===== src/rtl/adc_spi_rx_multi.sv =====
// Multi-channel serial ADC frame receiver: shifts CS-low frames in on SCLK, formats
// the low RES bits, and stores each completed sample in a per-channel bank.
module adc_spi_rx_multi #(
  parameter int FRAME_BITS = 16,
  parameter int RES        = 12,
  parameter int LSH        = 2,
  parameter int OUT_W      = 16,
  parameter int NCH        = 4,
  parameter int TWOS       = 1,
  localparam int CH_W      = (NCH > 1) ? $clog2(NCH) : 1
) (
  input  logic                  SCLK,
  input  logic                  reset,
  input  logic                  CS,
  input  logic                  SDATA,
  input  logic                  ch_clr,
  input  logic [CH_W-1:0]       rd_ch,
  output logic [OUT_W-1:0]      rd_data,
  output logic [OUT_W-1:0]      data_out,
  output logic [CH_W-1:0]       ch_id,
  output logic                  rx_done_tick,
  output logic                  frame_err,
  output logic [FRAME_BITS-1:0] shift_reg
);

  localparam int CNT_W = $clog2(FRAME_BITS);
  localparam logic [CNT_W-1:0] CNT_LAST = CNT_W'(FRAME_BITS - 2);
  localparam logic [CH_W-1:0]  CH_LAST  = CH_W'(NCH - 1);
  localparam logic [CH_W:0]    NCH_L    = (CH_W + 1)'(NCH);

  localparam logic [1:0] IDLE    = 2'd0;
  localparam logic [1:0] SHIFT   = 2'd1;
  localparam logic [1:0] WAIT_CS = 2'd2;

  logic [1:0]            state_r;
  logic [CNT_W-1:0]      cnt_r;
  logic [FRAME_BITS-1:0] shift_r;
  logic [CH_W-1:0]       ch_ptr_r;
  logic [CH_W-1:0]       ch_id_r;
  logic [OUT_W-1:0]      data_r;
  logic                  done_r;
  logic                  err_r;
  logic [OUT_W-1:0]      bank_r [NCH];
  logic [OUT_W-1:0]      fmt_s;
  logic                  frame_end_s;
  logic [CH_W-1:0]       ch_next_s;

  // Offset-binary becomes two's complement by flipping the field MSB and sign-extending.
  function automatic logic [OUT_W-1:0] fmt_sample(input logic [RES-1:0] field);
    logic [RES-1:0]   adj;
    logic [OUT_W-1:0] ext;
    adj = field;
    if (TWOS != 0) begin
      adj[RES-1] = ~adj[RES-1];
      ext = OUT_W'($signed(adj));
    end else begin
      ext = OUT_W'(adj);
    end
    return ext << LSH;
  endfunction

  assign fmt_s = fmt_sample(shift_r[RES-1:0]);

  // Channel pointer next value: clear wins over the per-frame advance.
  always_comb begin
    frame_end_s = (state_r == WAIT_CS) && CS;
    if (ch_clr) begin
      ch_next_s = {CH_W{1'b0}};
    end else if (frame_end_s) begin
      ch_next_s = (ch_ptr_r == CH_LAST) ? {CH_W{1'b0}} : ch_ptr_r + CH_W'(1);
    end else begin
      ch_next_s = ch_ptr_r;
    end
  end

  // Frame FSM, shift register, result registers and sample bank.
  always_ff @(posedge SCLK or posedge reset) begin
    if (reset) begin
      state_r  <= IDLE;
      cnt_r    <= {CNT_W{1'b0}};
      shift_r  <= {FRAME_BITS{1'b0}};
      ch_ptr_r <= {CH_W{1'b0}};
      ch_id_r  <= {CH_W{1'b0}};
      data_r   <= {OUT_W{1'b0}};
      done_r   <= 1'b0;
      err_r    <= 1'b0;
      for (int i = 0; i < NCH; i++) begin
        bank_r[i] <= {OUT_W{1'b0}};
      end
    end else begin
      done_r   <= 1'b0;
      err_r    <= 1'b0;
      ch_ptr_r <= ch_next_s;
      case (state_r)
        IDLE: begin
          if (!CS) begin
            shift_r <= {shift_r[FRAME_BITS-2:0], SDATA};
            cnt_r   <= {CNT_W{1'b0}};
            state_r <= SHIFT;
          end else begin
            state_r <= IDLE;
          end
        end
        SHIFT: begin
          if (!CS) begin
            shift_r <= {shift_r[FRAME_BITS-2:0], SDATA};
            if (cnt_r == CNT_LAST) begin
              state_r <= WAIT_CS;
            end else begin
              cnt_r <= cnt_r + CNT_W'(1);
            end
          end else begin
            // CS rose before the frame was complete: drop it and flag the abort.
            err_r   <= 1'b1;
            state_r <= IDLE;
          end
        end
        WAIT_CS: begin
          if (CS) begin
            data_r           <= fmt_s;
            ch_id_r          <= ch_ptr_r;
            bank_r[ch_ptr_r] <= fmt_s;
            done_r           <= 1'b1;
            state_r          <= IDLE;
          end else begin
            state_r <= WAIT_CS;
          end
        end
        default: state_r <= IDLE;
      endcase
    end
  end

  // Bank read port; addresses beyond the populated channels read as zero.
  always_comb begin
    if ({1'b0, rd_ch} < NCH_L) begin
      rd_data = bank_r[rd_ch];
    end else begin
      rd_data = {OUT_W{1'b0}};
    end
  end

  assign data_out     = data_r;
  assign ch_id        = ch_id_r;
  assign rx_done_tick = done_r;
  assign frame_err    = err_r;
  assign shift_reg    = shift_r;

endmodule


===== config.mk =====
export PLATFORM = sky130hd
export DESIGN_NAME = adc_spi_rx_multi
export DESIGN_NICKNAME = d
export VERILOG_FILES = /design/src/rtl/adc_spi_rx_multi.sv
export SDC_FILE = /design/constraint.sdc
export NUM_CORES = 1
export LEC_CHECK = 0
export ABC_AREA = 1
export ABC_CLOCK_PERIOD_IN_PS = 3500
export CORE_UTILIZATION = 45
export CTS_CLUSTER_SIZE = 8
export DETAILED_ROUTE_END_ITERATION = 16
export HOLD_SLACK_MARGIN = 0.05
export PLACE_DENSITY = 0.77
export SLEW_MARGIN = 25
export SYNTH_ARGS = -nofsm -noshare
export SYNTH_HDL_FRONTEND = slang
export SYNTH_SLANG_ARGS = --single-unit

===== constraint.sdc =====
create_clock -name SCLK -period 3.5 [get_ports SCLK]
set_input_delay 0.35 -clock SCLK [delete_from_list [all_inputs] [get_ports SCLK]]
set_output_delay 0.35 -clock SCLK [all_outputs]
set_load 0.02 [all_outputs]

==> metrics.txt <==
status=finished, final reports clean; fin crit period=roughly 2.7 ns; share of layout cells above drive strength 1=0.0954; Comb power frac=0.392; Fin Clk Skew=around 0.0054 ns; vias per cell=about 5.2; Post-CTS Setup Inserts=0; Die Height=between 90 and 100 µm; CTS Buf Count=9; max-slew violation total from the final report=0; Skew-Pair Late Insertion Delay=0.35 ns; post-synthesis cell count=around 420; overall routed net length=8230 µm; max reg flops=between 40 and 50; largest net degree at the start of global routing=38; period utilization=0.778; max incr delay on CP=0.65 ns; Final #Nets=between 400 and 500; Crit path max-delay family=buffers and inverters; routed length per instance=14.5 µm; GRT overflow=0; CTS resizes=0; CP Launch Type=input port; synth warn=0; worst min path class=input port to asynchronous set/reset pin; Core ar.=between 0.008 and 0.009 mm²; final hold slack=between 0.3 and 0.4 ns; RSZ-0062 raised after global routing=no; Seq cells post-synth=88; number of detailed-route iterations in the first pass=4; kind of end point of the critical path=output port; Power Total=3.47 mW; Peak VDD IR=0.513 mV; leading cell types in the layout, fill and taps excluded=nand2_1 (88), dfrtp_1 (88), o21ai_0 (59), clkdlybuf4s50_1 (54), nor2_1 (31); DPL Wire Length=5620 µm; CTS root buf=clkbuf_8; clock sinks=around 90; Slew HR=0.533; die area=slightly above 0.009 mm²; worst path bufs/invs=3; Area Overhead vs Synth=14.9%; WP data arrival=approximately 2.4 ns; Distinct cells, synth=23; power per cell area=about 750 mW/mm²; clock network power share=0.175; sequential power share=0.433; CTS tree=done; Leak=~2.1 nW; Detailed Route Iter0 Violations=roughly 200; initial antenna violation count=0; Critical Path RT=about 3.2 ns; Final Hold Fails=0; Fmax=approximately 370 MHz; DRT antenna net count=0; GP Congestion=between 0.7 and 0.8; via count=around 2,900; Overall Global Routing Usage=0.197; first-pass GRT wire length=about 14,000 µm; DRC viols=0; CP cell instances=clkdlybuf4s50_1 -> inv_1 -> o21ai_0 -> o22ai_1 -> clkdlybuf4s50_1; max_cap viols=0; setup violators final=0; clock-pin slew on the worst setup and hold paths=0.08 ns; die width=a little under 100 µm; row cnt=34; Sw Ratio=0.389; Initial Util=0.462; Setup CP Type=input port to output port; P_sw=approximately 1.3 mW; Fin Setup TNS=0 ns; CP dominant cell by count=clkdlybuf4s50_1; synthesized area per cell=between 9 and 10 µm²; crit-path max FO=13; deepest clock path buffer count=2; H-tree Lvls=3; ANT cells=0; Slew @ Worst Pin=between 0.6 and 0.7 ns; CTS Hold Bufs=0; slowest stage cell, crit path=clkdlybuf4s50_1; I/O Buffers=between 50 and 60; I/O pin count=59; sequential share of the synthesized area=0.549; Synth Cell Area=around 0.0040 mm²; Int Pwr=roughly 2.1 mW; vias in the first global route=between 2,000 and 3,000
[power by group through the flow]
stage	clock [mW]	combinational, mW	sequential (mW)
floorplan	0	0.821	1.58
global placement	0	1.32	1.50
detailed placement	0	1.36	1.52
CTS	0.626	1.37	1.50
global route	0.672	1.51	1.54
finish	0.608	1.36	1.50
[logic make-up (layout without fill, tap and decap cells)]
family / count (synthesis) / after routing / synth area share
AOI/OAI and AO/OA: 124 / 124 / 0.178
xor gates and xnor gates: 1 / 1 / 0.00218
adders and majority gates: 12 / 12 / 0.0374
buffers and inverters: 66 / 100 / 0.0979
DFF: 88 / 88 / 0.549
other: 1 / 4 / 0.000935
and+or+nand+nor: 132 / 132 / 0.135
[path summary, 6_finish.rpt]
| path | start | end | slack [ns] | cells after the start |
|---|---|---|---|---|
| worst min-delay path | reset | cnt_r[0] | 0.38 | 2 |
| min in group SCLK | data_out[2] | data_out[2] | 0.49 | 2 |
| worst max-delay path | rd_ch[1] | rd_data[13] | 0.78 | 5 |
| worst min register to register | data_out[2] | data_out[2] | 0.49 | 2 |
| worst max register to register | state_r[0] | bank_r[41] | 1.55 | 7 |
| max in group asynchronous | reset | bank_r[24] | 2.33 | 3 |
[cell type report]
cell class	count	area (µm²)
Timing Repair Buffer	57	563
Inverter	27	108
Multi-Input combinational cell	273	1440
Sequential cell	88	2200
Tap cell	108	135
Fill cell	794	4070
Clock inverter	3	17.5
Clock buffer	13	149
[worst register-to-register path, cell delays in order, from the launching register on]
cell and delay [ns]:
dfrtp_1 0.41, inv_1 0.11, ha_1 0.22, nand2_2 0.42
clkinv_4 0.21, nand2_4 0.30, nand2_1 0.13, o21ai_2 0.07
[through the flow]
step                instances  utilization  setup WS, ns  area [µm²]
CTS                       569        0.530         0.769        4600
floorplan                 427            -         0.871        4020
detailed placement        553        0.511         0.769        4440
global route              569        0.531         0.608        4610
finish                    569        0.531         0.778        4610
global placement          553        0.511         0.857        4440
[synthesized netlist by cell type]
library cell / instances / share of area
clkbuf_1: 5 / 0.0047
dfrtp_1: 88 / 0.55
ha_1: 12 / 0.037
nand4_1: 3 / 0.0047
o21ai_2: 20 / 0.044
clkinv_4: 1 / 0.0022
buf_6: 8 / 0.022
buf_4: 19 / 0.036
nand3_1: 5 / 0.0062
nand2_1: 88 / 0.082
nand2_2: 1 / 0.0016
buf_2: 7 / 0.0087
conb_1: 1 / 0.00093
o22ai_1: 12 / 0.019
o21ai_1: 29 / 0.036
nand2_4: 4 / 0.011
a21oi_1: 3 / 0.0037
o21ai_0: 59 / 0.074
inv_2: 1 / 0.00093
inv_1: 25 / 0.023
nor2_1: 31 / 0.029
xor2_1: 1 / 0.0022
a211oi_1: 1 / 0.0019
[metal layers]
layer | vias to the layer above | track usage | wire, µm
met1 | 1400 | 0.263 | 3580
met3 | 17 | 0.0610 | 543
met5 | - | 0 | 0
met4 | 0 | 0.0699 | 146
li1 | 1443 | - | -
met2 | 85 | 0.306 | 3970
Note: power is estimated with default switching activity, not from simulation.
